==> src/rtl/tm_host_driver.sv <==
// tm_host_driver: host-side load/step sequencer for the Turing machine.
// Presents head position, pulses each tape word, then drives step strobes.
module tm_host_driver #(
  parameter int DW        = 4,
  parameter int HOLD      = 2,
  parameter int GAP       = 2,
  parameter int SW        = 8,
  parameter int MAX_STEPS = 255
) (
  input  logic          clock,
  input  logic          Reset,
  input  logic          start,
  input  logic [DW-1:0] head_pos,
  input  logic [DW-1:0] s_data,
  input  logic          s_valid,
  input  logic          s_last,
  output logic          s_ready,
  input  logic          auto_run,
  input  logic          step_req,
  input  logic          Compute_done,
  output logic [DW-1:0] input_data,
  output logic          Next,
  output logic          Done,
  output logic          busy,
  output logic          finished,
  output logic          timeout,
  output logic [SW-1:0] step_count
);

  localparam int MX = (HOLD > GAP) ? HOLD : GAP;
  localparam int TW = $clog2(MX + 1);

  localparam logic [TW-1:0] HOLD_T = TW'(HOLD - 1);
  localparam logic [TW-1:0] GAP_T  = TW'(GAP - 1);
  localparam logic [SW-1:0] MAX_C  = SW'(MAX_STEPS);

  typedef enum logic [3:0] {
    S_IDLE,
    S_SETUP,
    S_FETCH,
    S_PULSE_HI,
    S_PULSE_LO,
    S_DONE,
    S_RUN_WAIT,
    S_STEP_HI,
    S_STEP_LO,
    S_HALTED,
    S_TIMEOUT
  } state_t;

  state_t        state_q, state_d;
  logic [TW-1:0] tmr_q, tmr_d;
  logic [DW-1:0] word_q, word_d;
  logic          last_q, last_d;
  logic [SW-1:0] cnt_q, cnt_d;

  logic          tmr_zero;
  logic [TW-1:0] tmr_dec;

  assign tmr_zero = (tmr_q == '0);
  assign tmr_dec  = tmr_q - TW'(1);

  // State, shared phase timer, latched word/last and step counter.
  always_ff @(posedge clock or posedge Reset) begin
    if (Reset) begin
      state_q <= S_IDLE;
      tmr_q   <= '0;
      word_q  <= '0;
      last_q  <= 1'b0;
      cnt_q   <= '0;
    end else begin
      state_q <= state_d;
      tmr_q   <= tmr_d;
      word_q  <= word_d;
      last_q  <= last_d;
      cnt_q   <= cnt_d;
    end
  end

  // Next-state logic; the timer is reloaded whenever a timed state is entered.
  always_comb begin
    state_d = state_q;
    tmr_d   = tmr_q;
    word_d  = word_q;
    last_d  = last_q;
    cnt_d   = cnt_q;
    unique case (state_q)
      S_IDLE: begin
        if (start) begin
          state_d = S_SETUP;
          word_d  = head_pos;
          cnt_d   = '0;
          tmr_d   = GAP_T;
        end
      end
      S_SETUP: begin
        if (tmr_zero) state_d = S_FETCH;
        else          tmr_d   = tmr_dec;
      end
      S_FETCH: begin
        if (s_valid) begin
          state_d = S_PULSE_HI;
          word_d  = s_data;
          last_d  = s_last;
          tmr_d   = HOLD_T;
        end
      end
      S_PULSE_HI: begin
        if (tmr_zero) begin
          state_d = S_PULSE_LO;
          tmr_d   = GAP_T;
        end else begin
          tmr_d   = tmr_dec;
        end
      end
      S_PULSE_LO: begin
        if (tmr_zero) state_d = last_q ? S_DONE : S_FETCH;
        else          tmr_d   = tmr_dec;
      end
      S_DONE: begin
        state_d = S_RUN_WAIT;
      end
      S_RUN_WAIT: begin
        if (Compute_done) begin
          state_d = S_HALTED;
        end else if (cnt_q == MAX_C) begin
          state_d = S_TIMEOUT;
        end else if (auto_run || step_req) begin
          state_d = S_STEP_HI;
          tmr_d   = HOLD_T;
        end
      end
      S_STEP_HI: begin
        if (tmr_zero) begin
          state_d = S_STEP_LO;
          tmr_d   = GAP_T;
        end else begin
          tmr_d   = tmr_dec;
        end
      end
      S_STEP_LO: begin
        if (tmr_zero) begin
          state_d = S_RUN_WAIT;
          cnt_d   = cnt_q + SW'(1);
        end else begin
          tmr_d   = tmr_dec;
        end
      end
      S_HALTED:  state_d = S_HALTED;
      S_TIMEOUT: state_d = S_TIMEOUT;
      default:   state_d = S_IDLE;
    endcase
  end

  // Outputs decode the registered state only.
  always_comb begin
    s_ready    = (state_q == S_FETCH);
    Next       = (state_q == S_PULSE_HI) || (state_q == S_STEP_HI);
    Done       = (state_q == S_DONE);
    finished   = (state_q == S_HALTED);
    timeout    = (state_q == S_TIMEOUT);
    busy       = !((state_q == S_IDLE) || (state_q == S_HALTED) ||
                   (state_q == S_TIMEOUT));
    step_count = cnt_q;
    input_data = '0;
    if ((state_q == S_SETUP) || (state_q == S_FETCH) ||
        (state_q == S_PULSE_HI) || (state_q == S_PULSE_LO))
      input_data = word_q;
  end

endmodule

==> config.mk <==
export PLATFORM = sky130hd
export DESIGN_NAME = tm_host_driver
export DESIGN_NICKNAME = d
export VERILOG_FILES = /design/src/rtl/tm_host_driver.sv
export SDC_FILE = /design/constraint.sdc
export NUM_CORES = 1
export LEC_CHECK = 0
export ABC_CLOCK_PERIOD_IN_PS = 6100
export BUFFER_PORTS_ARGS = -buffer_cell sky130_fd_sc_hd__buf_2
export CAP_MARGIN = 20
export CELL_PAD_IN_SITES_DETAIL_PLACEMENT = 0
export CELL_PAD_IN_SITES_GLOBAL_PLACEMENT = 1
export CORE_AREA = 2 2 63 65
export DETAILED_ROUTE_END_ITERATION = 6
export DIE_AREA = 0 0 65 67
export PLACE_DENSITY = 0.76
export SLEW_MARGIN = 20
export SYNTH_ARGS = -nofsm -noshare
export SYNTH_HDL_FRONTEND = slang
export SYNTH_SLANG_ARGS = --single-unit
==> constraint.sdc <==
create_clock -name clock -period 6.1 [get_ports clock]
set_clock_uncertainty 0.15 [all_clocks]
set_input_delay 0.305 -clock clock [delete_from_list [all_inputs] [get_ports clock]]
set_output_delay 0.305 -clock clock [all_outputs]
set_load 0.02 [all_outputs]
Word level (Yosys, flattened, before mapping) --
Cells that the tools add are included.
Storage, ports and cells: register bits 19
Operators by class: reductions and logical operators 20, equality and inequality tests 23, add/subtract/negate cells 2, multiplexer cells 27
Operators with widths (count):
- $mux W4 | 13
- $pmux W4 S11 | 1
- $ne A2 B2 Y1 const B | 11
- $eq A4 B3 Y1 const B | 4
- $mux W8 | 2
- $pmux W8 S2 | 1
- $mux W2 | 7
- $eq A4 B4 Y1 const B | 3
- $pmux W2 S5 | 1
- $add A8 B1 Y8 const B | 1
- $eq A4 B2 Y1 const B | 2
- $eq A8 B8 Y1 const B | 1
- $pmux W4 S2 | 1
- $reduce_and A8 Y1 | 1
- $logic_or A1 B1 Y1 | 7
- $reduce_and A7 Y1 | 1
- $reduce_and A3 Y1 | 2
- $reduce_bool A5 Y1 | 1
- $eq A4 B1 Y1 const B | 1
- $logic_not A4 Y1 | 1
- $ne A4 B4 Y1 const B | 1
- $reduce_bool A2 Y1 | 2
- $mux W3 | 1
- $reduce_or A3 Y1 | 1
- other kinds (5) | 5

Logic depth before layout (Yosys ltp) --
Gate-level depths: netlist (run 1).
depth after elaboration 5, mapped depth 8, depth with buffers taken out 7

Worst setup path after synthesis (run 1) --
Ideal clock, no wire load.
path type register to register, start reg cnt_q[0] (netlist: step_count[0]), end reg state_q[2], arrival 1724 ps, required time 5825 ps, path buffers 0, clock period less this slack 1999 ps, cell stages (with the launch flop) 6, path slack 4101 ps, path through dfrtp_1 ha_1 and3_1 a21oi_1 a221o_2 mux2_4
On the way: longest elaborated chain between the ends 4, elaborated cells between the ends (all ways) 6, those cells by class 2 x eq/ne; 3 x mux; 1 x reduce/logical
Ends and longest elaborated chain:
- start, declared | line 55 | logic [SW-1:0] cnt_q, cnt_d;
- start signal, assigned | line 76 | cnt_q <= cnt_d;
- $eq A8 B8 Y1 (*) | line 126 | end else if (cnt_q == MAX_C) begin
- $mux W4 | line 126
- $mux W4 | line 124 | if (Compute_done) begin
- $pmux W4 S11 | line 87 | unique case (state_q)
- end signal, assigned | line 72 | state_q <= state_d;
- end, declared | line 51 | state_t state_q, state_d;
Mark *: on every way between the ends. The rest lies on a longest branch, timed or not. A chain may end at the register's enable or synchronous reset.

Worst setup path in the final report (run 1) --
start reg state_q[1], end out busy
On the way: longest elaborated chain between the ends 4, elaborated cells between the ends (all ways) 6, those cells by class 2 x eq/ne; 4 x reduce/logical
Ends and longest elaborated chain:
- $eq A4 B4 Y1 / $logic_not A4 Y1 (equally long branches) | line 162 | busy = !((state_q == S_IDLE) || (state_q == S_HALTED) ||
- $logic_or A1 B1 Y1 | line 162
- $logic_or A1 B1 Y1 (*) | line 162
- $logic_not A1 Y1 (*) | line 162
- end, declared | line 24 | output logic busy,
Marks and branches as above.

==> results.json, run 1 <==
{
  "status": "finished clean",
  "p_leak_nw": 0.7250,
  "grt_pass1_vias": 1156,
  "holdBufCountCts": 0,
  "drt-initial-drc-count": 85,
  "clock-sinks": 19,
  "cp_slowest_cell": "dfrtp_1",
  "synth_top_area_share_pct": 34.14,
  "antenna_found_initial": 0,
  "grt_setup_unrepaired": "no",
  "place_inst": 231,
  "fmax_mhz": 415.9,
  "tns_ps": 0,
  "n_antenna_cell": 0,
  "startpoint_type": "flip-flop",
  "critical_path_class": "flip-flop to output pin",
  "cts-htree-levels": 1,
  "final_area_mm2": 0.001607,
  "dpl-instance-area_mm2": 0.001562,
  "cts_buffers": 3,
  "path_max_fanout": 17,
  "avgSynthCellArea_um2": 8.704,
  "gr-total-overflow": 0,
  "grtUsageTotal_pct": 16.59,
  "core.rowCount": 22,
  "ys_ff_latch": 19,
  "wire_per_inst_um": 14.27,
  "vias_per_cell": 5.447,
  "synth_warnings": 0,
  "ys.flop_type": "dfrtp_1",
  "synth_area_leader_cell": "dfrtp_1",
  "seq_area_frac_synth_pct": 34.14,
  "area_delta_synth_final_pct": 15.36,
  "required_ps": 5640,
  "fin_cells": 235,
  "hold_violations": 0,
  "drv_slew": 0,
  "route.detailed.drc": 0,
  "io_buffers": 33,
  "syn_nets": 179,
  "gp_congestion": 0.8709,
  "max_stage_delay_ps": 730,
  "insertion_delay_ps": 260,
  "path_buf_inv": 2,
  "postSynthCellCount": 160,
  "dieArea_mm2": 0.004355,
  "synth-edff-count": 0,
  "finalCritPeriodShare_pct": 39.42,
  "yosys-top-cells-area": "dfrtp_1 34%, mux2i_1 5.0%, nor2_1 4.9%",
  "cp_cell_sequence": "clkinv_1 > and3_1 > o21bai_1 > buf_2",
  "fin_crit_ps": 2405,
  "worst_pin_slew_ps": 791.8,
  "cts_tree": "yes",
  "final_core_util_pct": 44.55,
  "vias": 1280,
  "design_power_total_mw": 0.8675,
  "path_delay_family": "flip-flops",
  "clockBufferDepth": 2,
  "async_reset_ff_share_pct": 100.0,
  "hpwlAfterDp_um": 2472,
  "die_w_um": 65,
  "synth_commonest_cells": "19 x dfrtp_1, 18 x nor2_1, 12 x a21oi_1",
  "initial_core_util_pct": 38.62,
  "setup_viol": 0,
  "maxCapViolations": 0,
  "worst_setup_path_end_kind": "output pin",
  "worst_ep_arrival_time_ps": 1950,
  "drtAntennaViolNets": 0,
  "drive_gt1_share_pct": 24.60,
  "core_area_mm2": 0.003606,
  "die_height_um": 67,
  "irDropWorstVdd_uv": 282.1,
  "synth.cell_area_mm2": 0.001393,
  "nets": 207,
  "synth.distinct_cells": 44,
  "cts-root-buf": "clkbuf_8",
  "grt_pass1_wl_um": 5416,
  "dr.pass1.iters": 4,
  "cts_setup_buffers": 0,
  "slew_headroom_pct": 47.15,
  "path_clk_slew_ps": 70,
  "cellPowerDensity_mw_per_mm2": 540.0,
  "synth_most_common_cell": "dfrtp_1",
  "wirelength_um": 3353,
  "hp-class": "input pin to async pin",
  "io_pins": 34,
  "ctsResizeCount": 0,
  "grt_max_degree": 24
}
## state kept, by name, indices dropped and copies added (netlist names)
signal,flops
state_q,4
step_count,8
word_q,4
tmr_q,2
last_q,1
## metrics by stage
stage | setup WS (ps) | hold WS, ps
detailed placement | 3768 | 341.8
global placement | 3874 | 332.8
finish | 3695 | 29.04
global route | 3499 | 92.52
CTS | 3679 | 52.19
floorplan | 4101 | 106.1
## power by group
group / switching [mW] / leakage [nW] / internal (mW)
combinational: 0.284 / 0.460 / 0.229
sequential: 0.0950 / 0.242 / 0.168
clock: 0.0452 / 0.0228 / 0.0466
## routing by layer
layer | vias up | wire length (um) | GRT usage, %
met4 | 0 | 46 | 6.383
met3 | 5 | 162 | 2.703
met5 | - | 0 | 0
met1 | 613 | 1553 | 22.99
met2 | 31 | 1592 | 25.77
li1 | 631 | - | -
## layout by cell type, fill, tap and decap left out, types with 5 or more instances in the layout
master	n
nand3_1	6
nand2_1	10
inv_1	5
and2_1	5
a21oi_1	12
dfrtp_1	19
mux2i_1	7
buf_2	33
nor2b_1	5
nand2b_1	5
o21ai_0	11
nor2_1	18
## cells by family (layout without fill, tap and decap cells)
logic type,Yosys count,count (layout),share of synthesized area (%)
multiplexers,9,9,7.188
AND/OR/NAND/NOR,66,66,27.40
adder cells (fa/ha/maj),3,3,2.696
buffers and inverters,16,43,5.661
AO/OA/AOI/OAI,44,44,21.03
XOR/XNOR,3,3,1.887
flip-flops,19,19,34.14
## worst paths after layout
kind	start	end	slack [ps]	cells past startpoint
worst max-delay path	state_q[1]$_DFFE_PP0P_	busy	3700	4
worst min-delay path	Reset	word_q[3]$_DFFE_PP0P_	30	2
worst max register to register	state_q[1]$_DFFE_PP0P_	tmr_q[1]$_DFFE_PP0P_	3770	5
worst min register to register	step_count[3]$_DFFE_PP0P_	step_count[3]$_DFFE_PP0P_	380	1
max in group asynchronous	Reset	step_count[4]$_DFFE_PP0P_	5280	2
min in group clock	s_last	last_q$_DFFE_PP0P_	130	2
## worst register-to-register path, stage by stage, from the launching register on
cell and delay [ps]:
dfrtp_1 730, clkinv_1 410, a21o_1 250, a21oi_1 120, and4_1 250, mux2_4 310
## area by class of cell
| type | count | area (um^2) |
|---|---|---|
| tap | 48 | 60.06 |
| timing repair buffer | 33 | 165.2 |
| sequential | 19 | 475.5 |
| multi-input combinational | 125 | 838.3 |
| fill | 384 | 1999 |
| clock buffer | 4 | 45.04 |
| inverter | 6 | 22.52 |
No activity file was read; power rests on OpenSTA's default activity.
==> run 2, diff against run 1 <==
--- a/config.mk
+++ b/config.mk
@@ -5,7 +5,7 @@
 export SDC_FILE = /design/constraint.sdc
 export NUM_CORES = 1
 export LEC_CHECK = 0
-export ABC_CLOCK_PERIOD_IN_PS = 6100
+export ABC_CLOCK_PERIOD_IN_PS = 2300
 export BUFFER_PORTS_ARGS = -buffer_cell sky130_fd_sc_hd__buf_2
 export CAP_MARGIN = 20
 export CELL_PAD_IN_SITES_DETAIL_PLACEMENT = 0
==> constraint.sdc (replaced) <==
create_clock -name clock -period 2.3 [get_ports clock]
set_clock_uncertainty 0.15 [all_clocks]
set_input_delay 0.115 -clock clock [delete_from_list [all_inputs] [get_ports clock]]
set_output_delay 0.115 -clock clock [all_outputs]
set_load 0.02 [all_outputs]
==> run 2 against run 1 <==
  * Clock power grew to 2.6 times the previous value
  * Die area stayed put
  * Clock-buffer cell count is the same
  * Critical path depth is 2 higher
  * Wire length is 5.5% higher
  * Worst setup slack lost 3600 ps
  * Utilization rose by 3.5 points
  * Critical path type is now flip-flop to flip-flop
  * Global-route usage grew 0.65 points
  * Final area is 7.9% higher
  * Non-clock buffer count rose by 16
  * Largest power group unchanged
==> results.json, run 2 (synthesis results as in run 1) <==
{
  "hold_violations": 0,
  "wirelength_um": 3536,
  "tns_ps": 0,
  "drtAntennaViolNets": 0,
  "slew_headroom_pct": 49.40,
  "insertion_delay_ps": 260,
  "dieArea_mm2": 0.004355,
  "core.rowCount": 22,
  "final_cell_mix": "33 x buf_2, 19 x dfrtp_1, 18 x nor2_1, 13 x buf_4, 12 x a21oi_1",
  "core_area_mm2": 0.003606,
  "path_clk_slew_ps": 70,
  "cts-root-buf": "clkbuf_8",
  "vias": 1357,
  "grt_max_degree": 20,
  "critical_path_class": "flip-flop to flip-flop",
  "place_inst": 239,
  "initial_core_util_pct": 38.62,
  "cp_cell_sequence": "buf_4 > nand2b_1 > nor3_4 > a21oi_1 > a31o_2 > dlygate4sd3_1",
  "path_max_fanout": 12,
  "die_w_um": 65,
  "drt-initial-drc-count": 74,
  "clockBufferDepth": 2,
  "setup_viol": 0,
  "whs_ps": 6.458,
  "cts_buffers": 3,
  "final_area_mm2": 0.001734,
  "io_buffers": 33,
  "hp-class": "input pin to flip-flop",
  "wire_per_inst_um": 14.09,
  "dpl-instance-area_mm2": 0.001622,
  "nets": 223,
  "grt_pass1_wl_um": 5830,
  "hpwlAfterDp_um": 2539,
  "clock-sinks": 19,
  "drive_gt1_share_pct": 29.06,
  "cp_slowest_cell": "dlygate4sd3_1",
  "gp_congestion": 0.8269,
  "startpoint_type": "flip-flop",
  "die_height_um": 67,
  "grt_pass1_vias": 1302,
  "fin_cells": 251,
  "worst_ep_arrival_time_ps": 2210,
  "fmax_mhz": 451.2,
  "max_stage_delay_ps": 550,
  "dr.pass1.iters": 4,
  "vias_per_cell": 5.406,
  "gr-total-overflow": 0,
  "grtUsageTotal_pct": 17.24,
  "worst_setup_path_end_kind": "flip-flop",
  "path_delay_family": "buffers and inverters",
  "p_leak_nw": 0.8039,
  "largest_register_ffs": 8,
  "status": "finished clean",
  "path_buf_inv": 2,
  "layout_commonest_cell": "buf_2",
  "cellPowerDensity_mw_per_mm2": 1451,
  "fin_crit_ps": 2217,
  "grt_setup_unrepaired": "no",
  "n_antenna_cell": 0,
  "cts-htree-levels": 1,
  "finalCritPeriodShare_pct": 96.37,
  "worst_pin_slew_ps": 758.2,
  "cts_tree": "yes",
  "io_pins": 34,
  "irDropWorstVdd_uv": 620.8,
  "route.detailed.drc": 0,
  "required_ps": 2290,
  "antenna_found_initial": 0,
  "drv_slew": 0,
  "maxCapViolations": 0,
  "area_delta_synth_final_pct": 24.53,
  "ctsResizeCount": 0
}
[run 2: changes by cell type in the layout (fill, tap and decap cells not counted), sizes merged]
cell         before  now
buf              33   46
dlygate4sd3       0    3
[run 2: power by group]
part	internal, mW	switching, mW	leakage [nW]
registers	0.450	0.0708	0.242
clock network	0.123	0.112	0.0228
logic	0.776	0.985	0.539
[run 2: metrics by stage]
step | worst slack, ps | power, mW | utilization, %
after detailed placement | 212.5 | 2.185 | 44.97
after floorplan | 301.3 | 1.783 | -
after global routing | 28.84 | 2.722 | 48.09
after global placement | 234.6 | 2.157 | 44.97
after CTS | 12.79 | 2.453 | 47.05
final | 83.48 | 2.517 | 48.09
[run 2: final cells by class]
cell class,instances,area (um^2)
Tap cell,48,60.06
Clock buffer,4,45.04
Fill cell,373,1872
Sequential cell,19,475.5
Inverter,6,22.52
Multi-Input combinational cell,125,838.3
Timing Repair Buffer,49,292.8
[run 2: final timing paths]
| path | start | to | slack, ps | cells past startpoint |
|---|---|---|---|---|
| min in group asynchronous | Reset | word_q[1]$_DFFE_PP0P_ | 380 | 3 |
| worst min register to register | word_q[1]$_DFFE_PP0P_ | word_q[1]$_DFFE_PP0P_ | 380 | 2 |
| worst max-delay path | state_q[2]$_DFFE_PP0P_ | last_q$_DFFE_PP0P_ | 80 | 6 |
| max in group asynchronous | Reset | step_count[7]$_DFFE_PP0P_ | 1150 | 3 |
| worst max register to register | state_q[2]$_DFFE_PP0P_ | last_q$_DFFE_PP0P_ | 80 | 6 |
| worst min-delay path | head_pos[1] | word_q[1]$_DFFE_PP0P_ | 6 | 3 |
[run 2: routing by layer]
metal / part of all wire [%] / vias up / track usage (%) / routed length (um)
met1: 46 / 655 / 22.47 / 1624
met4: 1.8 / 0 / 7.181 / 64
met3: 4.2 / 7 / 2.534 / 149
li1: - / 664 / - / -
met5: 0 / - / 0 / 0
met2: 48 / 31 / 28.48 / 1697
[run 2: worst min-delay path: stages]
cell and delay, ps:
buf_2 70, mux2i_1 50, a21oi_1 130
[run 2: timing repair]
item / in CTS / in global routing
hold buffers: 3 / 0
hold endpoints to repair: 20 / 0
setup buffers: 0 / 5
setup endpoints to repair: 0 / 1
==> run 3, diff against run 2 <==
--- a/config.mk
+++ b/config.mk
@@ -6,7 +6,7 @@
 export NUM_CORES = 1
 export LEC_CHECK = 0
 export ABC_CLOCK_PERIOD_IN_PS = 2300
-export BUFFER_PORTS_ARGS = -buffer_cell sky130_fd_sc_hd__buf_2
+export BUFFER_PORTS_ARGS = -buffer_cell sky130_fd_sc_hd__clkbuf_2
 export CAP_MARGIN = 20
 export CELL_PAD_IN_SITES_DETAIL_PLACEMENT = 0
 export CELL_PAD_IN_SITES_GLOBAL_PLACEMENT = 1
==> run 3 against run 2 <==
  * The run now ends with negative hold slack left
  * Wire length shrank 8.3%
  * Via count shrank 3.6%
  * Highest routed layer unchanged
  * Die area is the same
  * Clock-buffer cell count is the same
  * Clock power is essentially flat
  * Largest power group unchanged
==> results.json, run 3 (synthesis results as in run 1) <==
{
  "core.rowCount": 22,
  "drv_slew": 0,
  "path_delay_family": "simple AND/OR/NAND/NOR gates",
  "hp-start": "s_valid",
  "io_buffers": 33,
  "drive_gt1_share_pct": 27.04,
  "wire_per_inst_um": 13.29,
  "holdBufCountCts": 2,
  "hold_violations": 1,
  "die_w_um": 65,
  "drtAntennaViolNets": 0,
  "largest_register_ffs": 8,
  "cts_tree": "yes",
  "max_stage_delay_ps": 420,
  "irDropWorstVdd_uv": 611.5,
  "slew_headroom_pct": 49.94,
  "wirelength_um": 3242,
  "path_buf_inv": 0,
  "worstHoldPathCells": 2,
  "path_max_fanout": 5,
  "io_pins": 34,
  "cts-root-buf": "clkbuf_8",
  "core_area_mm2": 0.003606,
  "dieArea_mm2": 0.004355,
  "grt_max_degree": 20,
  "grt_pass1_vias": 1202,
  "ctsResizeCount": 0,
  "reg2reg_from": "step_count[0]$_DFFE_PP0P_",
  "dr.pass1.iters": 4,
  "area_delta_synth_final_pct": 20.57,
  "fin_crit_ps": 2073,
  "worst_ep_arrival_time_ps": 2070,
  "die_height_um": 67,
  "post-place-ws_ps": 241.1,
  "vias_per_cell": 5.361,
  "r2r_cells": 6,
  "n_antenna_cell": 0,
  "grtUsageTotal_pct": 16.86,
  "startpoint_type": "flip-flop",
  "maxCapViolations": 0,
  "drt-initial-drc-count": 81,
  "grt_setup_unrepaired": "no",
  "critical_path_class": "flip-flop to flip-flop",
  "hpwlAfterDp_um": 2464,
  "gp_congestion": 0.8870,
  "worst_setup_path_end_kind": "flip-flop",
  "min_to": "last_q$_DFFE_PP0P_",
  "required_ps": 2300,
  "setup_ws_ps": 227.3,
  "final_cell_mix": "33 x clkbuf_2, 19 x dfrtp_1, 18 x nor2_1, 12 x a21oi_1, 11 x o21ai_0",
  "initial_core_util_pct": 38.62,
  "path_clk_slew_ps": 70,
  "cts_buffers": 3,
  "insertion_delay_ps": 260,
  "whs_ps": -5.353,
  "cp_cell_sequence": "ha_1 > and3_1 > a21oi_1 > nand2b_1 > and4_1 > mux2_4",
  "clockBufferDepth": 2,
  "clock-sinks": 19,
  "antenna_found_initial": 0,
  "p_leak_nw": 0.7616,
  "cp_slowest_cell": "dfrtp_1",
  "fmax_mhz": 482.5,
  "r2r_setup_slack_ps": 230,
  "grt_pass1_wl_um": 5637,
  "violations": "negative hold slack",
  "hp-class": "input pin to flip-flop",
  "route.detailed.drc": 0,
  "gr-total-overflow": 0,
  "nets": 216,
  "layout_commonest_cell": "clkbuf_2",
  "finalCritPeriodShare_pct": 90.12,
  "cellPowerDensity_mw_per_mm2": 1422,
  "cts-htree-levels": 1,
  "cts_setup_buffers": 0,
  "setup_viol": 0,
  "status": "finished with violations",
  "tns_ps": 0,
  "vias": 1308,
  "worst_pin_slew_ps": 750.1,
  "timing.rr.end": "tmr_q[1]$_DFFE_PP0P_"
}
[run 3: worst max-delay path by stage]
| stage | from | endpoint | depth (start not counted) |
|---|---|---|---|
| final | step_count[0]$_DFFE_PP0P_ | tmr_q[1]$_DFFE_PP0P_ | 6 |
| after global routing | tmr_q[0]$_DFFE_PP0P_ | step_count[5]$_DFFE_PP0P_ | 6 |
| after CTS | step_count[0]$_DFFE_PP0P_ | tmr_q[1]$_DFFE_PP0P_ | 6 |
| after detailed placement | step_count[0]$_DFFE_PP0P_ | tmr_q[1]$_DFFE_PP0P_ | 6 |
| after global placement | step_count[0]$_DFFE_PP0P_ | tmr_q[1]$_DFFE_PP0P_ | 6 |
| after floorplan | step_count[0]$_DFFE_PP0P_ | state_q[2]$_DFFE_PP0P_ | 5 |
[run 3: layout make-up]
type,count,area (um^2)
fillers,368,1927
inverters,6,22.52
repair buffers,42,237.7
multi-input cells,125,838.3
flip-flops and latches,19,475.5
well taps,48,60.06
clock buffers,4,45.04
[run 3: stage by stage]
stage / cell area, um^2 / utilization, % / instances / total power, mW
2_1_floorplan: 1393 / - / 160 / 1.783
3_3_place_gp: 1614 / 44.76 / 238 / 2.135
3_5_place_dp: 1614 / 44.76 / 238 / 2.153
4_1_cts: 1679 / 46.56 / 244 / 2.402
5_1_grt: 1679 / 46.56 / 244 / 2.608
6_report: 1679 / 46.56 / 244 / 2.388
[run 3: per-layer routing]
metal	up-vias	track usage (%)	wire length (um)
li1	643	-	-
met1	629	23.57	1530
met2	32	25.00	1495
met3	4	2.196	153
met4	0	9.309	62
met5	-	0	0
[run 3: worst reg2reg max path, stage by stage, from the launching register on]
cell and delay [ps]:
dfrtp_1 420, ha_1 240, and3_1 210, a21oi_1 240, nand2b_1 170, and4_1 230
mux2_4 300
[run 3: power by group]
group	internal, mW	switching (mW)
clock network	0.123	0.112
logic	0.681	0.874
registers	0.448	0.148
